`src/rtl/fht_unload_pkg.sv`:
```
// rtl/fht_unload_pkg.sv - shared constants, state encoding and FIFO entry layout for fht_unload
//
// Purpose: items shared by fht_unload and its output FIFO.
//   n_pts()       : number of transform points, 4 banks of 2^A_BIT words.
//   state_t       : unload controller states.
//   entry_width() : width of one FIFO entry packed as {data, index, last}.
// Ports: none (package).
package fht_unload_pkg;

  localparam int A_BIT_DEFAULT = 8;

  typedef enum logic [1:0] {
    IDLE  = 2'd0,
    READ  = 2'd1,
    DRAIN = 2'd2,
    DONE  = 2'd3
  } state_t;

  // N_PTS = 4 << A_BIT
  function automatic int n_pts(input int a_bit);
    return 4 << a_bit;
  endfunction

  // {data[D_BIT], index[A_BIT+2], last[1]}
  function automatic int entry_width(input int d_bit, input int a_bit);
    return d_bit + a_bit + 3;
  endfunction

endpackage

```
`src/rtl/fht_unload_fifo.sv`:
```
// rtl/fht_unload_fifo.sv - synchronous FIFO with occupancy count and flush
//
// Purpose: small output buffer that absorbs RAM read latency under backpressure.
// Ports:
//   clk, resetn : clock, synchronous active-low reset
//   flush       : empties the FIFO at the next edge (wins over push/pop)
//   push, push_data : write side
//   pop         : read side, advances the head when not empty
//   head        : current head entry (meaningful only when !empty)
//   empty       : no entries held
//   count       : number of entries held, 0..DEPTH
module fht_unload_fifo #(
  parameter int DEPTH = 4,
  parameter int WIDTH = 8
) (
  input  logic                         clk,
  input  logic                         resetn,
  input  logic                         flush,
  input  logic                         push,
  input  logic [WIDTH-1:0]             push_data,
  input  logic                         pop,
  output logic [WIDTH-1:0]             head,
  output logic                         empty,
  output logic [$clog2(DEPTH+1)-1:0]   count
);

  localparam int PW = (DEPTH > 1) ? $clog2(DEPTH) : 1;
  localparam int CW = $clog2(DEPTH + 1);

  logic [WIDTH-1:0] mem [DEPTH];
  logic [PW-1:0]    rd_ptr;
  logic [PW-1:0]    wr_ptr;
  logic             do_push;
  logic             do_pop;

  // Depth need not be a power of two, so pointers wrap explicitly.
  function automatic logic [PW-1:0] ptr_inc(input logic [PW-1:0] p);
    return (p == PW'(DEPTH - 1)) ? '0 : p + 1'b1;
  endfunction

  assign empty   = (count == '0);
  assign do_pop  = pop && !empty;
  assign do_push = push && ((count != CW'(DEPTH)) || do_pop);
  assign head    = mem[rd_ptr];

  always_ff @(posedge clk) begin
    if (do_push) begin
      mem[wr_ptr] <= push_data;
    end
  end

  always_ff @(posedge clk) begin
    if (!resetn || flush) begin
      rd_ptr <= '0;
      wr_ptr <= '0;
      count  <= '0;
    end else begin
      if (do_push) begin
        wr_ptr <= ptr_inc(wr_ptr);
      end
      if (do_pop) begin
        rd_ptr <= ptr_inc(rd_ptr);
      end
      case ({do_push, do_pop})
        2'b10:   count <= count + 1'b1;
        2'b01:   count <= count - 1'b1;
        default: count <= count;
      endcase
    end
  end

endmodule

```
`src/rtl/fht_unload.sv`:
```
// rtl/fht_unload.sv - streams the finished FHT result out of the four RAM banks in index order
//
// Purpose: after the FHT controller reports ready, reads the four working banks
// in natural index order (bank 0 fully, then 1, 2, 3), absorbs the RAM read
// latency and presents samples on a valid/ready stream with full backpressure.
// Ports:
//   iCLK, iRESET          : clock, synchronous active-low reset
//   iSTART, iFHT_RDY      : start request, controller ready (abort when it falls)
//   iBANK_SEL / oBANK_SET : bank set holding the result, latched at start
//   oADDR_RD, oRD_EN      : common read address, one-hot bank read enable
//   iDATA_0..iDATA_3      : bank read data, RD_LAT cycles after oRD_EN
//   oDATA, oINDEX, oLAST, oVALID, iREADY : output sample stream
//   oBUSY, oDONE, oABORT  : status
module fht_unload
  import fht_unload_pkg::*;
#(
  parameter int A_BIT  = A_BIT_DEFAULT,
  parameter int D_BIT  = 16,
  parameter int RD_LAT = 2,
  parameter int SCALE  = 0
) (
  input  logic               iCLK,
  input  logic               iRESET,
  input  logic               iSTART,
  input  logic               iFHT_RDY,
  input  logic               iBANK_SEL,
  output logic               oBANK_SET,
  output logic [A_BIT-1:0]   oADDR_RD,
  output logic [3:0]         oRD_EN,
  input  logic [D_BIT-1:0]   iDATA_0,
  input  logic [D_BIT-1:0]   iDATA_1,
  input  logic [D_BIT-1:0]   iDATA_2,
  input  logic [D_BIT-1:0]   iDATA_3,
  output logic [D_BIT-1:0]   oDATA,
  output logic [A_BIT+1:0]   oINDEX,
  output logic               oVALID,
  input  logic               iREADY,
  output logic               oLAST,
  output logic               oBUSY,
  output logic               oDONE,
  output logic               oABORT
);

  localparam int N_PTS = n_pts(A_BIT);
  localparam int IW    = A_BIT + 2;
  localparam int DEPTH = RD_LAT + 2;
  localparam int EW    = entry_width(D_BIT, A_BIT);
  localparam int CW    = $clog2(DEPTH + 1);
  localparam logic [IW-1:0] LAST_IDX = IW'(N_PTS - 1);

  state_t            state;
  state_t            state_nxt;
  logic [IW-1:0]     rd_idx;
  logic              bank_set;
  logic              abort_q;
  logic              last_xfer;
  logic              abort_now;
  logic              start_ok;
  logic              issue;
  logic              credit_ok;

  logic [RD_LAT-1:0] pipe_vld;
  logic [IW-1:0]     pipe_idx [RD_LAT];
  logic [CW-1:0]     inflight;

  logic [IW-1:0]     exit_idx;
  logic [1:0]        exit_bank;
  logic [D_BIT-1:0]  bank_word;
  logic [D_BIT-1:0]  scaled;

  logic [EW-1:0]     push_entry;
  logic [EW-1:0]     head_entry;
  logic              push;
  logic              pop;
  logic              fifo_empty;
  logic [CW-1:0]     fifo_count;

  logic [D_BIT-1:0]  head_data;
  logic [IW-1:0]     head_idx;
  logic              head_last;

  // Reads still travelling through the RAM latency pipeline.
  always_comb begin
    inflight = '0;
    for (int i = 0; i < RD_LAT; i++) begin
      inflight = inflight + CW'(pipe_vld[i]);
    end
  end

  // Credit uses only registered occupancy, so iREADY never reaches oRD_EN.
  // Every issued read is guaranteed a FIFO slot when its data arrives.
  assign credit_ok = (int'(fifo_count) + int'(inflight) + 1) <= DEPTH;
  assign issue     = (state == READ) && credit_ok;
  assign start_ok  = iSTART && iFHT_RDY;

  always_comb begin
    state_nxt = state;
    abort_now = 1'b0;
    case (state)
      IDLE: begin
        if (start_ok) begin
          state_nxt = READ;
        end
      end
      READ: begin
        if (!iFHT_RDY) begin
          state_nxt = IDLE;
          abort_now = 1'b1;
        end else if (issue && (rd_idx == LAST_IDX)) begin
          state_nxt = DRAIN;
        end
      end
      DRAIN: begin
        if (!iFHT_RDY) begin
          state_nxt = IDLE;
          abort_now = 1'b1;
        end else if (fifo_empty && (inflight == '0) && last_xfer) begin
          state_nxt = DONE;
        end
      end
      DONE: begin
        state_nxt = IDLE;
      end
      default: begin
        state_nxt = IDLE;
      end
    endcase
  end

  always_ff @(posedge iCLK) begin
    if (!iRESET) begin
      state     <= IDLE;
      rd_idx    <= '0;
      bank_set  <= 1'b0;
      abort_q   <= 1'b0;
      last_xfer <= 1'b0;
    end else begin
      state   <= state_nxt;
      abort_q <= abort_now;
      if ((state == IDLE) && start_ok) begin
        bank_set  <= iBANK_SEL;
        rd_idx    <= '0;
        last_xfer <= 1'b0;
      end else if (abort_now) begin
        rd_idx <= '0;
      end else if (issue) begin
        // IW bits hold exactly N_PTS indices, so k wraps to 0 after N-1.
        rd_idx <= rd_idx + 1'b1;
      end
      if (pop && head_last) begin
        last_xfer <= 1'b1;
      end
    end
  end

  // Fixed-latency pipeline: each stage is one cycle of RAM read latency.
  always_ff @(posedge iCLK) begin
    if (!iRESET) begin
      pipe_vld <= '0;
      for (int i = 0; i < RD_LAT; i++) begin
        pipe_idx[i] <= '0;
      end
    end else begin
      pipe_vld[0] <= issue && !abort_now;
      pipe_idx[0] <= rd_idx;
      for (int i = 1; i < RD_LAT; i++) begin
        pipe_vld[i] <= pipe_vld[i-1] && !abort_now;
        pipe_idx[i] <= pipe_idx[i-1];
      end
    end
  end

  assign exit_idx  = pipe_idx[RD_LAT-1];
  assign exit_bank = exit_idx[IW-1 -: 2];

  always_comb begin
    bank_word = iDATA_0;
    case (exit_bank)
      2'd1:    bank_word = iDATA_1;
      2'd2:    bank_word = iDATA_2;
      2'd3:    bank_word = iDATA_3;
      default: bank_word = iDATA_0;
    endcase
  end

  assign scaled     = D_BIT'($signed(bank_word) >>> SCALE);
  assign push       = pipe_vld[RD_LAT-1];
  assign push_entry = {scaled, exit_idx, (exit_idx == LAST_IDX)};
  assign pop        = !fifo_empty && iREADY;

  fht_unload_fifo #(
    .DEPTH (DEPTH),
    .WIDTH (EW)
  ) u_fifo (
    .clk       (iCLK),
    .resetn    (iRESET),
    .flush     (abort_now),
    .push      (push),
    .push_data (push_entry),
    .pop       (pop),
    .head      (head_entry),
    .empty     (fifo_empty),
    .count     (fifo_count)
  );

  assign head_data = head_entry[EW-1 -: D_BIT];
  assign head_idx  = head_entry[IW:1];
  assign head_last = head_entry[0];

  // Head fields are gated so the stream reads as zero while nothing is held.
  assign oVALID    = !fifo_empty;
  assign oDATA     = fifo_empty ? '0 : head_data;
  assign oINDEX    = fifo_empty ? '0 : head_idx;
  assign oLAST     = !fifo_empty && head_last;

  assign oRD_EN    = issue ? (4'b0001 << rd_idx[IW-1 -: 2]) : 4'b0000;
  assign oADDR_RD  = rd_idx[A_BIT-1:0];
  assign oBANK_SET = bank_set;
  assign oBUSY     = (state == READ) || (state == DRAIN);
  assign oDONE     = (state == DONE);
  assign oABORT    = abort_q;

endmodule
```
`config.mk`:
```
export PLATFORM = sky130hd
export DESIGN_NAME = fht_unload
export DESIGN_NICKNAME = d
export VERILOG_FILES = /design/src/rtl/fht_unload_pkg.sv /design/src/rtl/fht_unload_fifo.sv /design/src/rtl/fht_unload.sv
export SDC_FILE = /design/constraint.sdc
export NUM_CORES = 1
export LEC_CHECK = 0
export CORE_MARGIN = 1.5
export CORE_UTILIZATION = 53
export DETAILED_ROUTE_END_ITERATION = 16
export PLACE_DENSITY = 0.8
export SYNTH_ARGS = -nofsm -noshare
export SYNTH_HDL_FRONTEND = slang
export SYNTH_HIERARCHICAL = 1
export SYNTH_SLANG_ARGS = --single-unit
```
`constraint.sdc`:
```
create_clock -name iCLK -period 3.3 [get_ports iCLK]
set_clock_uncertainty 0.05 [all_clocks]
set_input_delay 0.495 -clock iCLK [delete_from_list [all_inputs] [get_ports iCLK]]
set_output_delay 0.495 -clock iCLK [all_outputs]
set_load 0.005 [all_outputs]
```
# After elaboration in Yosys (flattened, before gate mapping)
# Memory sizes are Yosys's and may differ from the RTL's. A register that Yosys moved wholly into a read port is not among the register bits.
# Cells that the tools add are included.
# word_totals
register_bits	24
ram_bits	128
input_bits	70
out_inout_bits	44
n_memories	2
# classes
n_addsub	8
n_lt_le_gt_ge	1
eq_ne	16
shift	1
n_mux	25
bitwise_logic	3
reduce_logical	27
# mem_list
memory	depth	word_bits	rd	rd_ports_with_merged_regs	wr	line	rtl
u_fifo.mem	4	27	1	1	1	fht_unload_fifo.sv:30	logic [WIDTH-1:0] mem [DEPTH];
pipe_idx	2	10	2	0	2	fht_unload.sv:63	logic [IW-1:0] pipe_idx [RD_LAT];
# op_table
op	count
$pmux W16 S3	1
$mux W10	3
$eq A10 B10 Y1 const B	2
$mux W2	9
$mux W16	1
$eq A2 B2 Y1 const B	7
$logic_and A1 B1 Y1	13
$add A10 B1 Y10 const B	1
$mux W1	8
$pmux W2 S4	1
$eq A2 B1 Y1 const B	3
$logic_not A3 Y1	2
$ne A3 B3 Y1 const B	2
$pmux W3 S2	1
$add A4 B1 Y5 const B	1
$le A5 B3 Y1 const B	1
$add A2 B1 Y2 const B	2
$add A3 B2 Y4	1
$mux W4	1
$reduce_bool A2 Y1	2
$shl A1 B2 Y4 const A	1
$add A3 B1 Y3 const B	1
$logic_not A1 Y1	3
$logic_or A1 B1 Y1	3
10 further kinds	11

# Longest topological paths before layout
# Gate-level depths: netlist (run 1).
# logic_depth
word_depth	9
depth_mapped	10
ltp_nobuf	9

# By module
# Netlist (run 1), hierarchy kept.
# modules_own_cells
module	n_inst	cells_each	area_per_inst_um2	seq_area_each_um2
fht_unload_fifo	1	200	4411.7	3423.3
fht_unload	1	213	2124.5	740.7

# Least setup slack after synthesis (run 1)
# OpenSTA, ideal clock, no wires.
# synth_timing
kind	register -> register
start	register u_fifo.count[2]
end	register u_fifo.count[1]
setup_ns	0.095
t_arrival_ns	2.331
required_time_ns	3.155
slack_ns	0.823
path_stages_with_launch	9
n_path_buf	0
period_less_slack_ns	2.477
cell_sequence	dfxtp_1 > nor3_1 > nor2b_1 > o31ai_1 > or2_2 > fa_1 > nor2_1 > o211ai_1 > a221oi_1
# synth_between
elab_chain_len	8
word_cells_on_any_way	11
# synth_lines
element	line	rtl
from (decl)	fht_unload_fifo.sv:24	output logic [$clog2(DEPTH+1)-1:0] count
from (signal assigned)	fht_unload_fifo.sv:65	2'b10: count <= count + 1'b1;
from (signal assigned)	fht_unload_fifo.sv:66	2'b01: count <= count - 1'b1;
from (signal assigned)	fht_unload_fifo.sv:67	default: count <= count;
$logic_not A3 Y1 *	fht_unload_fifo.sv:41	assign empty = (count == '0);
via fifo_empty	fht_unload.sv:75	logic fifo_empty;
$logic_not A1 Y1 *	fht_unload.sv:189	assign pop = !fifo_empty && iREADY;
$logic_and A1 B1 Y1 *	fht_unload.sv:189	
via pop	fht_unload.sv:74	logic pop;
$logic_and A1 B1 Y1 *	fht_unload_fifo.sv:42	assign do_pop = pop && !empty;
$logic_or A1 B1 Y1	fht_unload_fifo.sv:43	assign do_push = push && ((count != CW'(DEPTH)) || do_pop);
$logic_and A1 B1 Y1	fht_unload_fifo.sv:43	
$eq A2 B1 Y1 or $eq A2 B2 Y1 (tied branches)	fht_unload_fifo.sv:64	case ({do_push, do_pop})
$pmux W3 S2 or $reduce_bool A2 Y1 (tied branches)	--	
# The timed path passes the listed nets; every way through them passes the cells marked *.
# A chain may end at the register's enable or synchronous reset.

# Final worst setup path (run 1)
# layout_timing
start	register pipe_vld[1]
end	output oRD_EN[1]
# layout_between
elab_chain_len	6
# layout_lines
element	line	rtl
from (decl)	fht_unload.sv:62	logic [RD_LAT-1:0] pipe_vld;
from (signal, indexed assignment)	fht_unload.sv:167	pipe_vld[i] <= pipe_vld[i-1] && !abort_now;
$add A1 B1 Y2	fht_unload.sv:86	inflight = inflight + CW'(pipe_vld[i]);
$add A3 B2 Y4	fht_unload.sv:92	assign credit_ok = (int'(fifo_count) + int'(inflight) + 1) <= DEPTH;
$add A4 B1 Y5	fht_unload.sv:92	
$le A5 B3 Y1	fht_unload.sv:92	
$logic_and A1 B1 Y1	fht_unload.sv:93	assign issue = (state == READ) && credit_ok;
$mux W4	fht_unload.sv:216	assign oRD_EN = issue ? (4'b0001 << rd_idx[IW-1 -: 2]) : 4'b0000;
to (decl)	fht_unload.sv:29	output logic [3:0] oRD_EN,
# No other way between the ends.

==> metrics.txt, run 1 <==
final instance count without filler cells 695; sequential area share after synthesis 63.71%; CP Data Required Time 2750 ps; ranking of synthesized cells by instance count sky130_fd_sc_hd__edfxtp_1 (108), sky130_fd_sc_hd__dfxtp_1 (46), sky130_fd_sc_hd__mux4_2 (43); Post-DRT Antenna Nets 0; count of unresolved DRC violations after routing 0; number of antenna violations at the first check in global routing 0; Max VDD drop 0.4035 mV; Unique masters post-synth 45; netlist area before placement 6536 um^2; DIE WIDTH 114.1 um; wire length of the first global-routing pass 20.38 mm; IO Count 114; type of the worst min-delay path reg -> reg; detailed-routing iteration count for the pre-antenna-repair pass 4; warnings from Yosys 6; fraction of registers with async set or reset after synthesis 0%; Global Route Usage Sum 21.11%; clock-pin transition on the worst setup and hold timing paths 60 ps; Max H-tree Level 4; worst-path fanout max 16; worst-case headroom to the max-slew limit 24.03%; row count 40; effective utilization at floorplan 54.42%; mean number of vias per cell 5.694; Clk Latency, worst-skew pair 410 ps; WL/cell 19.18 um; Yosys reg bits 154; total congestion overflow after global routing 0; most frequently used cell type in the post-synthesis netlist sky130_fd_sc_hd__edfxtp_1; CTS Buf Count 17; reported leakage power 2.914 nW; Avg Inst Size Synth 15.83 um^2; deepest clock path buffer count 2; Fin Setup TNS 0 ps; multi-input gate area in the final layout 2205 um^2; post-route standard cell area excluding fillers 8501 um^2; vias in the first global route 4107; Clock Sink Count 154; Total Die Area 13010 um^2; cell area power density 494.0 nW/um^2; Synth Net Count 498; ANT cells 0; result of the run finished clean; floorplan core area 12010 um^2; clock tree root driver cell sky130_fd_sc_hd__clkbuf_16; via total after detailed routing 3957; layout overhead on the synthesized area 30.05%; measured slew at the worst slew-check pin 1138 ps; unrepaired setup endpoints after global routing no; crit end category primary output; Critical Setup Path Class reg -> out; number of maximum-capacitance violations 0; Primary FF master, synth sky130_fd_sc_hd__edfxtp_1; number of instances in the placed design 658; post-synth top area cell sky130_fd_sc_hd__edfxtp_1; number of endpoints failing setup at the final stage 0; post-place instance area 7858 um^2; final worst-path cycle share 96.46%; Total Power Consumption 4.199 mW; ranking of synthesized cells by area sky130_fd_sc_hd__edfxtp_1 (50%), sky130_fd_sc_hd__mux4_2 (15%), sky130_fd_sc_hd__dfxtp_1 (14%); cts hold-fix bufs 0; routed wire length 13.33 mm; hold violation total from the final report 0; number of flops mapped to enable cells by yosys 108; Worst EP arrival 2640 ps; global placer's final weighted congestion 0.7927; drt first-iter violations 173; f_max 314.1 MHz; Post-Synthesis Cells 413; DIE HEIGHT 114.1 um; final critical delay including setup and external delays 3183 ps; Worst Hold Margin 381.7 ps; number of filler cells placed in the layout 783; number of nets in the layout 620; number of pins exceeding their max-slew limit in the final report 0; crit path launch type flip-flop; Synth top area share 49.62%; fraction of final layout cells sized beyond drive strength 1 19.34%; CTS tree built; sequential cell area 4165 um^2; estimated wirelength of the detail-placed design 8.607 mm; number of buffers inserted by port buffering 113; largest net degree at the start of global routing 30
[final timing paths]
path / start / depth (start not counted) / slack (ps) / to
hold reg to reg: pipe_idx[0][9] / 1 / 380 / pipe_idx[0][19]
setup reg to reg: u_fifo/count[2] / 8 / 780 / u_fifo/count[1]
hold / removal: pipe_idx[0][9] / 1 / 380 / pipe_idx[0][19]
setup / recovery: pipe_vld[1] / 7 / 120 / oRD_EN[1]
[cell type report]
class                           instances  area share (%)
Tap cell                              147           2.164
Inverter                               14          0.6182
Sequential cell                       154           49.00
Timing Repair Buffer                  130           15.40
Clock inverter                         11          0.9567
Multi-Input combinational cell        218           25.93
Clock buffer                           21           5.932
[state kept, by name (all words and copies together), names as in the netlist, named ones only]
register and flops:
oABORT 1, rd_idx 10, u_fifo/count 3, u_fifo/wr_ptr 2, last_xfer 1, u_fifo/mem 108
pipe_vld 2, u_fifo/rd_ptr 2, pipe_idx 20, state 2, oBANK_SET 1
[critical path: stages (launching register included)]
cell	delay [ps]
sky130_fd_sc_hd__dfxtp_1	310
sky130_fd_sc_hd__buf_4	190
sky130_fd_sc_hd__ha_1	190
sky130_fd_sc_hd__ha_1	320
sky130_fd_sc_hd__a211oi_4	300
sky130_fd_sc_hd__o21ai_4	160
sky130_fd_sc_hd__nor3b_1	220
sky130_fd_sc_hd__clkdlybuf4s50_1	530
[cells by family (layout without fill, tap and decap cells)]
group | count (synthesis) | after routing | synth area share, %
and+or+nand+nor | 116 | 116 | 10.36
buffers and inverters | 41 | 176 | 2.948
muxes | 47 | 47 | 15.43
DFF | 154 | 154 | 63.71
AOI/OAI and AO/OA | 33 | 33 | 3.637
xor gates and xnor gates | 7 | 7 | 0.9380
adders and majority gates | 15 | 15 | 2.986
[report_power, final]
part	switching, mW	total (mW)	internal, mW	leakage [nW]
registers	0.0133	2.10	2.08	1.38
logic	0.103	0.250	0.147	1.25
clock network	0.751	1.85	1.10	0.283
[cell usage in the layout (no fill, tap or decap), types with 3 or more instances in the layout]
| cell | instances |
|---|---|
| sky130_fd_sc_hd__or3_1 | 4 |
| sky130_fd_sc_hd__a21oi_1 | 9 |
| sky130_fd_sc_hd__clkdlybuf4s50_1 | 113 |
| sky130_fd_sc_hd__nor3_1 | 4 |
| sky130_fd_sc_hd__o2111ai_1 | 3 |
| sky130_fd_sc_hd__edfxtp_1 | 108 |
| sky130_fd_sc_hd__dfxtp_1 | 45 |
| sky130_fd_sc_hd__and3_2 | 4 |
| sky130_fd_sc_hd__nand3_1 | 5 |
| sky130_fd_sc_hd__nor2_1 | 17 |
| sky130_fd_sc_hd__mux2i_1 | 4 |
| sky130_fd_sc_hd__nor2b_1 | 31 |
| sky130_fd_sc_hd__xor2_1 | 7 |
| sky130_fd_sc_hd__o21ai_0 | 4 |
| sky130_fd_sc_hd__clkbuf_16 | 20 |
| sky130_fd_sc_hd__buf_12 | 4 |
| sky130_fd_sc_hd__buf_4 | 13 |
| sky130_fd_sc_hd__and2_1 | 22 |
| sky130_fd_sc_hd__and3_1 | 3 |
| sky130_fd_sc_hd__nand2b_1 | 3 |
| sky130_fd_sc_hd__inv_6 | 3 |
| sky130_fd_sc_hd__nand2_1 | 9 |
| sky130_fd_sc_hd__clkinv_4 | 3 |
| sky130_fd_sc_hd__ha_1 | 14 |
| sky130_fd_sc_hd__inv_1 | 14 |
| sky130_fd_sc_hd__o211ai_1 | 4 |
| sky130_fd_sc_hd__mux4_2 | 43 |
| sky130_fd_sc_hd__nand4_1 | 3 |
[timing repair]
action,4_1_cts,5_1_grt
gates cloned,0,0
pin swaps,1,3
resized for setup,2,1
buffers inserted,1,4
setup endpoints to repair,2,3
[layer usage]
metal | vias to the layer above | share of wire (%) | track usage [%]
met5 | - | 0 | 0
met4 | 0 | 3.1 | 9.917
met3 | 30 | 6.4 | 5.400
met2 | 160 | 50 | 37.47
met1 | 1964 | 40 | 23.96
li1 | 1803 | - | -
[per-stage QoR]
stage                     worst slack (ps)  utilization [%]
after floorplan                      823.2                -
after global placement               478.2            65.42
after detailed placement             393.3            65.42
after CTS                            25.09            70.48
after global routing                 4.120            70.77
final                                116.7            70.77
(Power assumes the default switching activity.)
==> run 2: changes to the inputs <==
--- a/config.mk
+++ b/config.mk
@@ -8,4 +8,5 @@
 export CORE_MARGIN = 1.5
 export CORE_UTILIZATION = 53
+export CTS_CLUSTER_SIZE = 25
 export DETAILED_ROUTE_END_ITERATION = 16
 export PLACE_DENSITY = 0.8
--- a/constraint.sdc
+++ b/constraint.sdc
@@ -3,3 +3,3 @@
 set_input_delay 0.495 -clock iCLK [delete_from_list [all_inputs] [get_ports iCLK]]
 set_output_delay 0.495 -clock iCLK [all_outputs]
-set_load 0.005 [all_outputs]
+set_load 0.1 [all_outputs]
==> run 2 against run 1 <==
Global-route usage up 0.33 points. Flip-flop and latch count is the same. Clock power is 5% higher. Register-to-register slack better by 40 ps. Final area up 2.1%. Clock-buffer cell count decreased by 1. Setup slack improved by 62 ps. Maximum frequency rose by 2.0%. Critical path type unchanged. Largest cell class unchanged. Highest routed layer unchanged.
==> metrics.txt, run 2 (synthesis gave the netlist of run 1 again) <==
global placer's final weighted congestion 0.8264; Critical Path Slowest Stage Cell sky130_fd_sc_hd__dfxtp_4; cell area power density 502.5 nW/um^2; count of cell instances traversed by the critical path 9; Critical Setup Path Class reg -> out; Post-DRT Antenna Nets 0; wire length of the first global-routing pass 20.62 mm; number of pins exceeding their max-slew limit in the final report 0; crit path launch type flip-flop; commonest non-fill, non-tap cells in the layout sky130_fd_sc_hd__edfxtp_1 (108), sky130_fd_sc_hd__clkdlybuf4s50_1 (71), sky130_fd_sc_hd__dfxtp_1 (44); Worst R2R Path Depth 5; number of buffers inserted by port buffering 113; cts hold-fix bufs 0; fraction of final layout cells sized beyond drive strength 1 26.07%; detailed-routing iteration count for the pre-antenna-repair pass 4; number of antenna violations at the first check in global routing 0; largest net degree at the start of global routing 30; hold violation total from the final report 0; routed wire length 13.01 mm; drt first-iter violations 159; vias in the first global route 3987; Clk Latency, worst-skew pair 410 ps; post-placement worst setup slack 309.7 ps; ANT cells 0; count of unresolved DRC violations after routing 0; row count 40; post-route standard cell area excluding fillers 8682 um^2; number of endpoints failing setup at the final stage 0; number of cells traversed by the worst hold path 1; DIE HEIGHT 114.1 um; crit end category primary output; post-place instance area 8075 um^2; most common library cell in the layout ignoring fill and taps sky130_fd_sc_hd__edfxtp_1; source of the critical timing path pipe_vld[1]; mean number of vias per cell 5.651; CP Cell Sequence inv_1 -> ha_1 -> inv_1 -> ha_1 -> inv_1 -> a211oi_4 -> o21ai_4 -> nor3b_2 -> buf_12; layout overhead on the synthesized area 32.83%; final worst-path cycle share 94.59%; Worst EP arrival 2580 ps; most used cell along the critical path sky130_fd_sc_hd__inv_1; total congestion overflow after global routing 0; delay of the slowest critical-path stage 440 ps; IO Count 114; Worst Setup Slack, final 178.6 ps; CP Buf/Inv Count 4; result of the run finished clean; reported leakage power 3.021 nW; DIE WIDTH 114.1 um; final critical delay including setup and external delays 3121 ps; hold path startpoint pipe_idx[0][8]; via total after detailed routing 3865; estimated wirelength of the detail-placed design 8.299 mm; deepest clock path buffer count 2; top flop regs u_fifo/mem x108, pipe_idx x20, rd_idx x10; unrepaired setup endpoints after global routing no; number of maximum-capacitance violations 0; Max VDD drop 0.3267 mV; family with the most delay on the worst path compound AO/OA/AOI/OAI gates; launching point of the worst reg2reg path u_fifo/count[2]; f_max 320.4 MHz; measured slew at the worst slew-check pin 1084 ps; Total Die Area 13010 um^2; floorplan core area 12010 um^2; number of nets in the layout 609; clock-pin transition on the worst setup and hold timing paths 60 ps; register ranked first by flip-flop count u_fifo/mem; Global Route Usage Sum 21.44%; CTS Buf Count 17; worst-case headroom to the max-slew limit 27.62%; Clock Sink Count 154; type of the worst min-delay path reg -> reg; effective utilization at floorplan 54.42%; Max H-tree Level 4; CP Data Required Time 2750 ps; worst-path fanout max 17; max FFs per register 108; CTS tree built; clock tree root driver cell sky130_fd_sc_hd__clkbuf_16; WL/cell 19.02 um
==> run 2: cell types whose count changed in the layout (fill, tap and decap cells not counted), sizes merged <==
| cell | before | now |
|---|---|---|
| clkbuf | 21 | 20 |
| bufinv | 0 | 3 |
| clkdlybuf4s50 | 113 | 71 |
| clkinv | 6 | 5 |
| clkinvlp | 2 | 3 |
| inv | 17 | 15 |
| buf | 17 | 48 |
==> run 2: layout make-up <==
| class | instances | area (um^2) |
|---|---|---|
| tap | 147 | 183.9 |
| sequential | 154 | 4169 |
| multi-input combinational | 218 | 2210 |
| timing repair buffer | 119 | 1471 |
| fill | 746 | 3329 |
| inverter | 14 | 52.55 |
| clock inverter | 12 | 148.9 |
| clock buffer | 20 | 446.7 |
==> run 2: worst register-to-register path, stage by stage (launching register included) <==
cell	delay, ps
sky130_fd_sc_hd__dfxtp_1	420
sky130_fd_sc_hd__nor3_2	240
sky130_fd_sc_hd__nor2b_1	90
sky130_fd_sc_hd__buf_4	160
sky130_fd_sc_hd__or4b_1	610
sky130_fd_sc_hd__and3_2	530
==> run 2: worst paths after layout <==
kind | endpoint | slack [ps]
setup / recovery | oRD_EN[2] | 180
hold / removal | pipe_idx[0][18] | 380
setup reg to reg | u_fifo/mem[2][10] | 820
hold reg to reg | pipe_idx[0][18] | 380
==> run 2: routing by layer <==
layer	vias up	GRT usage (%)	wire, um
li1	1783	-	-
met1	1931	25.95	5250
met2	137	36.87	6746
met3	14	6.511	838
met4	0	7.250	172
met5	-	0	0
==> run 2: power breakdown <==
part / internal [mW] / switching (mW)
clock network: 1.21 / 0.738
logic: 0.149 / 0.172
registers: 2.08 / 0.0165
total: 3.44 / 0.927
==> run 2: per-stage QoR <==
| stage | cells | hold slack [ps] | total power [mW] | TNS (ps) | util [%] |
|---|---|---|---|---|---|
| after floorplan | 413 | 361.9 | 2.321 | -251.0 | - |
| after global placement | 652 | 365.8 | 2.445 | 0 | 67.23 |
| after detailed placement | 652 | 369.5 | 2.457 | 0 | 67.23 |
| after CTS | 684 | 385.7 | 4.384 | 0 | 72.20 |
| after global routing | 684 | 395.5 | 4.489 | 0 | 72.28 |
| final | 684 | 383.8 | 4.363 | 0 | 72.28 |
==> run 2: timing repair <==
item	CTS	global route
endpoints found under the hold margin	0	0
pin swaps	0	0
resized for setup	1	2
buffers inserted	0	0
setup endpoints to repair	4	4
==> run 3: changes to the inputs <==
PLACE_DENSITY = 0.85   (was 0.8)
==> run 3 against run 2 <==
Non-clock buffer count unchanged. Utilization decreased by 0.55 points. Register-to-register slack lost 60 ps. Final area shrank 0.76%.
==> metrics.txt, run 3 (synthesis gave the netlist of run 1 again) <==
post-route standard cell area excluding fillers 8616 um^2; top routing layer in use met4; number of instances in the placed design 652; vias in the first global route 4023; number of pins exceeding their max-slew limit in the final report 0; final instance count without filler cells 684; DIE WIDTH 114.1 um; Met3 Routed Length 994 um; count of unresolved DRC violations after routing 0; final critical delay including setup and external delays 3058 ps; CTS tree built; endpoint of the worst-slack reg-to-reg timing path u_fifo/count[1]; commonest non-fill, non-tap cells in the layout sky130_fd_sc_hd__edfxtp_1 (108), sky130_fd_sc_hd__clkdlybuf4s50_1 (71), sky130_fd_sc_hd__dfxtp_1 (45); unrepaired setup endpoints after global routing no; number of maximum-capacitance violations 0; clock tree root driver cell sky130_fd_sc_hd__clkbuf_16; number of antenna violations at the first check in global routing 0; wire length of the first global-routing pass 20.72 mm; deepest clock path buffer count 2; CP Cell Sequence inv_1 -> ha_1 -> inv_1 -> ha_1 -> inv_1 -> a211oi_4 -> o21ai_2 -> nor3b_2 -> buf_12; layout overhead on the synthesized area 31.81%; reg2reg setup slack 760 ps; Max H-tree Level 4; launching point of the worst reg2reg path u_fifo/count[2]; final core utilization 71.73%; Critical Path Slowest Stage Cell sky130_fd_sc_hd__a211oi_4; floorplan core area 12010 um^2; result of the run finished clean; number of buffers inserted by port buffering 113; Worst Setup Slack, final 242.1 ps; via total after detailed routing 3896; Met2 Wirelength 7.003 mm; max FFs per register 108; number of cells traversed by the worst hold path 1; post-placement worst setup slack 441.6 ps; number of nets in the layout 609; ANT cells 0; effective utilization at floorplan 54.42%; Fin Setup TNS 0 ps; register ranked first by flip-flop count u_fifo/mem; f_max 327.0 MHz; Total Power Consumption 4.181 mW; worst-path fanout max 15; reported leakage power 2.997 nW; Critical Setup Path Class reg -> out; family with the most delay on the worst path compound AO/OA/AOI/OAI gates; estimated wirelength of the detail-placed design 8.364 mm; Total Die Area 13010 um^2; cts hold-fix bufs 0; detailed-routing iteration count for the pre-antenna-repair pass 5; crit end category primary output; Clk Latency, worst-skew pair 410 ps; drt first-iter violations 264; Clock Sink Count 154; measured slew at the worst slew-check pin 993.5 ps; Global Route Usage Sum 21.38%; CP Data Required Time 2750 ps; type of the worst min-delay path reg -> reg; most common library cell in the layout ignoring fill and taps sky130_fd_sc_hd__edfxtp_1; CTS Buf Count 17; hold path startpoint pipe_idx[0][6]; cell area power density 485.3 nW/um^2; DIE HEIGHT 114.1 um; largest net degree at the start of global routing 30; total routed wire length on the met1 layer 5.183 mm; worst-case headroom to the max-slew limit 33.67%; number of endpoints failing setup at the final stage 0; top flop regs u_fifo/mem x108, pipe_idx x20, rd_idx x10; routed wire length 13.28 mm; fraction of final layout cells sized beyond drive strength 1 26.07%; Resize count post-CTS 0; total congestion overflow after global routing 0; Worst Hold Margin 382.7 ps; Worst EP arrival 2510 ps; global placer's final weighted congestion 0.7861; row count 40; delay of the slowest critical-path stage 350 ps; Max VDD drop 0.3676 mV; Worst R2R Path Depth 8; post-place instance area 8075 um^2; Post-CTS Setup Repair Bufs 0; crit path launch type flip-flop; IO Count 114; most used cell along the critical path sky130_fd_sc_hd__inv_1; WL/cell 19.42 um; CP Buf/Inv Count 4; mean number of vias per cell 5.696; clock-pin transition on the worst setup and hold timing paths 60 ps; final worst-path cycle share 92.66%; Post-DRT Antenna Nets 0; capture endpoint of the worst hold path pipe_idx[0][16]; hold violation total from the final report 0
==> run 3: how the worst max path moves through the flow <==
stage	endpoint	start	depth (start not counted)	slack [ps]
floorplan	oRD_EN[2]	pipe_vld[1]	9	-110
global placement	u_fifo/count[1]	iREADY	8	550
detailed placement	u_fifo/count[1]	iREADY	8	440
CTS	oRD_EN[2]	pipe_vld[0]	9	220
global route	oRD_EN[2]	pipe_vld[1]	9	30
finish	oRD_EN[2]	pipe_vld[0]	9	240
==> run 3: report_power, final <==
part | switching [mW] | internal, mW | total (mW)
sequential | 0.0140 | 2.08 | 2.10
clock | 0.791 | 0.974 | 1.76
combinational | 0.173 | 0.147 | 0.321
==> run 3: worst reg2reg max path, stage by stage, from the launching register on <==
cell and delay [ps]:
sky130_fd_sc_hd__dfxtp_1 540, sky130_fd_sc_hd__nor3_2 100, sky130_fd_sc_hd__nor2b_1 240, sky130_fd_sc_hd__o31ai_1 220, sky130_fd_sc_hd__or2_2 330, sky130_fd_sc_hd__fa_1 460, sky130_fd_sc_hd__nor2_1 110, sky130_fd_sc_hd__o211ai_1 90
sky130_fd_sc_hd__a221oi_1 300
==> run 3: routing by layer <==
metal,vias to the layer above,global-route usage (%)
met1,1929,25.86
met4,0,6.000
met5,-,0
met2,173,37.95
li1,1785,-
met3,9,5.717
==> run 3: final cells by class <==
class,count,area (um^2)
multi-input combinational,218,2202
fill,734,3396
tap,147,183.9
clock inverter,15,115.1
sequential,154,4165
timing repair buffer,119,1471
inverter,14,52.55
clock buffer,17,425.4
==> patch 1: new RTL, settings of run 2 <==
Change the parameter `D_BIT` from 16 to 32.
--- a/src/rtl/fht_unload.sv
+++ b/src/rtl/fht_unload.sv
@@ -17,3 +17,3 @@
   parameter int A_BIT  = A_BIT_DEFAULT,
-  parameter int D_BIT  = 16,
+  parameter int D_BIT  = 32,
   parameter int RD_LAT = 2,
Interface: changed (5 resized); port bits go from 114 to 194. The function was not compared with the original's and may differ.
==> patch 1 against run 2 <==
Core utilization fell by 2.2 points. Synthesized area rose by 43%. Synthesized cell count rose by 30%. Power rose by 34%. Register-to-register slack got worse by 0.25 ns. Wire length rose by 51%. Final area rose by 39%. Setup slack improved by 0.0047 ns. Non-clock buffer count rose by 84. Die area rose by 41%. Global-route usage barely moved. Sequential cell count rose by 64. Critical endpoint unchanged.
==> patch 1: results (changes against run 2) <==
| Metric | Value |
|---|---|
| Status | finished clean |
| Gr usage total | 0.214 (about the same) |
| Clock buffer count from CTS | 22 (+5) |
| Number of I/O port buffers | 193 (+71%) |
| Largest net degree at the start of global routing | 46 (+53%) |
| Sequential share of the synthesized area | 0.653 (+0.0158) |
| Worst slew pin tran | 1.20 ns (+0.111 ns) |
| Setup slack, reg-to-reg | 0.57 ns (-0.25 ns) |
| N_diodes | 0 (unchanged) |
| Switch Pwr | 1.18 mW (+27%) |
| Fillers | 1085 (+45%) |
| Hold Crit Start | pipe_idx[0][7]$_SDFF_PN0_ |
| Max rail drop VDD | 0.000345 V (+5.6%) |
| Pre-CTS WS | 0.327 ns (+0.0174 ns) |
| Placer Congestion | 0.793 (-4.1%) |
| Synth cell count leaders | 172 x edfxtp_1, 75 x mux4_2, 47 x nor2b_1 |
| Static Leak | 4.12 nW (+37%) |
| CP peak stage delay | 0.40 ns (-0.04 ns) |
| Clock slew at reported path FFs | 0.06 ns (about the same) |
| Post-route setup slack | 0.183 ns (+0.00475 ns) |
| Via density | 5.68 (+0.56%) |
| Hold Path Sink | pipe_idx[0][17]$_SDFF_PN0_ |
| Number of global-route vias before repair | 5741 (+44%) |
| Proportion of layout cells with a drive suffix above 1 | 0.262 (+0.00110) |
| Nets | 874 (+44%) |
| Syn_nets | 684 (+37%) |
| GRT overflow | 0 (unchanged) |
| Syn. warnings | 6 (unchanged) |
| Hold_ws | 0.380 ns (-0.00368 ns) |
| Critical path origin | pipe_vld[0]$_SDFF_PN0_ |
| Clock tree buffer depth | 3 (+1) |
| DRT Pass-1 Iters | 4 (unchanged) |
| Area contributors post-synth | edfxtp_1 55%, mux4_2 18%, dfxtp_1 9.9% |
| Worst R2R Path Depth | 9 (+4) |
| H-tree depth | 1 (-3) |
| Post-synth EDFFs | 172 (+59%) |
| Distinct cells, synth | 45 (unchanged) |
| CP max stage cell | a211oi_4 |
| Initial drt markers | 359 (+130%) |
| Clk Latency, worst-skew pair | 0.49 ns (+0.08 ns) |
| First-pass GRT wire length | 30.0 mm (+45%) |
| Dominant delay contributor by cell family on the critical path | compound AO/OA/AOI/OAI gates |
| Post-route DRC | 0 (unchanged) |
| Crit path max fanout | 15 (-2) |
| Area grow syn2layout | 29.6% |
| Clock Tree Root | clkbuf_16 |
| Top flop regs | u_fifo/mem x172, pipe_idx x20, rd_idx x10 |
| CP arrival | 2.57 ns (about the same) |
| Slew Limit Fails | 0 (unchanged) |
| Post-detail-place hpwl | 12.8 mm (+54%) |
| Worst reg2reg path endpoint | u_fifo/count[1]$_SDFFE_PP0P_ |
| Post-DR wirelength/cell | 20.4 µm (+7.0%) |
[patch 1: timing repair]
| item | in CTS | in global routing |
|---|---|---|
| setup buffers | 0 | 0 |
| endpoints found under the setup margin | 0 | 2 |
| resized for setup | 0 | 1 |
| endpoints found under the hold margin | 0 | 0 |
[patch 1: cell families (layout without fill, tap and decap cells)]
group                    Yosys count  in the layout  synth area share
flip-flops                       218            218             0.653
AND/OR/NAND/NOR                  132            132            0.0834
multiplexers                      79             79             0.186
buffers and inverters             51            257            0.0252
AO/OA/AOI/OAI                     33             33            0.0255
adder cells (fa/ha/maj)           15             15            0.0209
XOR/XNOR                           7              7           0.00658
[patch 1: power by group through the flow]
stage          sequential (mW)  clock, mW  combinational, mW
3_5_place_dp              3.06          0              0.439
5_1_grt                   3.00       2.55              0.468
3_3_place_gp              3.06          0              0.427
4_1_cts                   3.00       2.44              0.443
2_1_floorplan             3.07          0              0.210
6_report                  3.00       2.39              0.442
[patch 1: layout make-up]
type	count	area [µm²]	area share
flip-flops and latches	218	6090	0.504
multi-input cells	266	3030	0.251
repair buffers	203	1920	0.159
clock buffers	29	598	0.0495
well taps	225	282	0.0233
clock inverters	11	101	0.00839
inverters	14	52.6	0.00435
[patch 1: per-stage QoR]
stage	power (mW)	setup TNS [ns]	instance area [µm²]	instances
2_1_floorplan	3.28	-0.251	9340	535
3_3_place_gp	3.48	0	11400	926
3_5_place_dp	3.50	0	11400	926
4_1_cts	5.88	0	12100	966
5_1_grt	6.02	0	12100	966
6_report	5.83	0	12100	966
[patch 1: per-layer routing]
layer | wire length [µm] | global-route usage
met1 | 7580 | 0.264
met5 | 0 | 0
met2 | 10400 | 0.395
met4 | 315 | 0.0514
met3 | 1350 | 0.0352
==> patch 2: new RTL, settings of run 2 <==
Without the edit above. Encoding of `state_t`: now one-hot (4 bits for 4 states).
--- a/src/rtl/fht_unload_pkg.sv
+++ b/src/rtl/fht_unload_pkg.sv
@@ -11,7 +11,7 @@
 
-  typedef enum logic [1:0] {
-    IDLE  = 2'd0,
-    READ  = 2'd1,
-    DRAIN = 2'd2,
-    DONE  = 2'd3
+  typedef enum logic [3:0] {
+    IDLE  = 4'b0001,
+    READ  = 4'b0010,
+    DRAIN = 4'b0100,
+    DONE  = 4'b1000
   } state_t;
Function: no difference found for any inputs over 10 cycles, from zero or initial values and one cycle with iRESET low; not proved beyond that.
==> patch 2 against run 2 <==
Sequential cell count grew 2. Hold slack got worse by 0.0021 ns. Final area is 0.97% higher. Wire length up 3.8%. Register-to-register slack worse by 0.04 ns. Synthesized cell count rose by 0.48%. Setup slack improved by 0.072 ns. Synthesized area rose by 0.69%. Non-clock buffer count is 4 higher. Die area rose by 0.68%.
Power is not compared: it rests on default switching activity, and its combinational part moved more than twofold at a synthesized area within 25%.
==> patch 2: results (changes against run 2) <==
| Metric | Value |
|---|---|
| Post-Route Utilization | 0.727 (+0.00395) |
| Synth Instances | 415 (+0.48%) |
| Number of global-route vias before repair | 4097 (+2.8%) |
| Post-detail-place hpwl | 8.51 mm (+2.5%) |
| Placed inst area | 8170 µm² (+1.1%) |
| Non-filler cells, final | 711 (+3.9%) |
| PostCTS Resize Cnt | 0 (-1) |
| Sequential share of cell area | 0.480 (about the same) |
| Status | finished clean |
| Placed cell count | 679 (+4.1%) |
| Worst slew pin tran | 0.984 ns (-0.100 ns) |
| CP peak stage delay | 0.32 ns (-0.12 ns) |
| Area contributors post-synth | edfxtp_1 49%, mux4_2 15%, dfxtp_1 15% |
| Distinct cells, synth | 47 (+4.4%) |
| Proportion of cell area spent on the clock network | 0.0685 (-0.0000851) |
| CP arrival | 2.50 ns (-0.08 ns) |
| GR Util met2 | 0.384 (+0.0150) |
| Signal buffers share of area | 0.170 (+0.000378) |
| Met3 Routed Length | 809 µm (-3.5%) |
| #FFs+latches synth | 156 (+1.3%) |
| Wire length on met2 | 7.21 mm (+6.8%) |
| Multi-input gates | 222 (+1.8%) |
| Clock buffers | 24 (+20%) |
| Area occupied by multi-input gates | 2220 µm² (+0.62%) |
| Pre-CTS WS | 0.501 ns (+0.191 ns) |
| Gr usage total | 0.218 (+0.00341) |
| Post-route cell area | 8770 µm² (+0.97%) |
| Dominant delay contributor by cell family on the critical path | buffers and inverters |
| Fillers | 752 (+0.80%) |
| Non-clock buffers | 123 (+3.4%) |
| Crit path max fanout | 16 (-1) |
| Sequential share of the synthesized area | 0.639 (+0.00172) |
| Met3 track demand over resource | 0.0513 (-0.0138) |
| Flop+latch power | roughly 2.1 mW |
| CP max stage cell | o22ai_1 |
| Placer Congestion | 0.739 (-11%) |
| Syn_nets | 496 (-0.40%) |
| First-pass GRT wire length | 21.0 mm (+2.0%) |
| Initial drt markers | 220 (+38%) |
## patch 2: final timing paths
path / depth (start not counted) / slack (ns) / to / from
max: 8 / 0.25 / oRD_EN[3] / pipe_vld[1]$_SDFF_PN0_
min: 1 / 0.38 / pipe_idx[0][19]$_SDFF_PN0_ / pipe_idx[0][9]$_SDFF_PN0_
max reg2reg: 8 / 0.78 / u_fifo/count[1]$_SDFFE_PP0P_ / u_fifo/count[2]$_SDFFE_PP0P_
min reg2reg: 1 / 0.38 / pipe_idx[0][19]$_SDFF_PN0_ / pipe_idx[0][9]$_SDFF_PN0_
## patch 2: kinds of logic (layout without fill, tap and decap cells)
| logic type | Yosys count | in the layout | share of synthesized area |
|---|---|---|---|
| mux | 45 | 45 | 0.150 |
| xor+xnor | 12 | 12 | 0.0160 |
| compound gates | 19 | 19 | 0.0217 |
| fa+ha+maj | 11 | 11 | 0.0221 |
| flops | 156 | 156 | 0.639 |
| buf+inv | 37 | 165 | 0.0274 |
| simple gates | 135 | 135 | 0.124 |
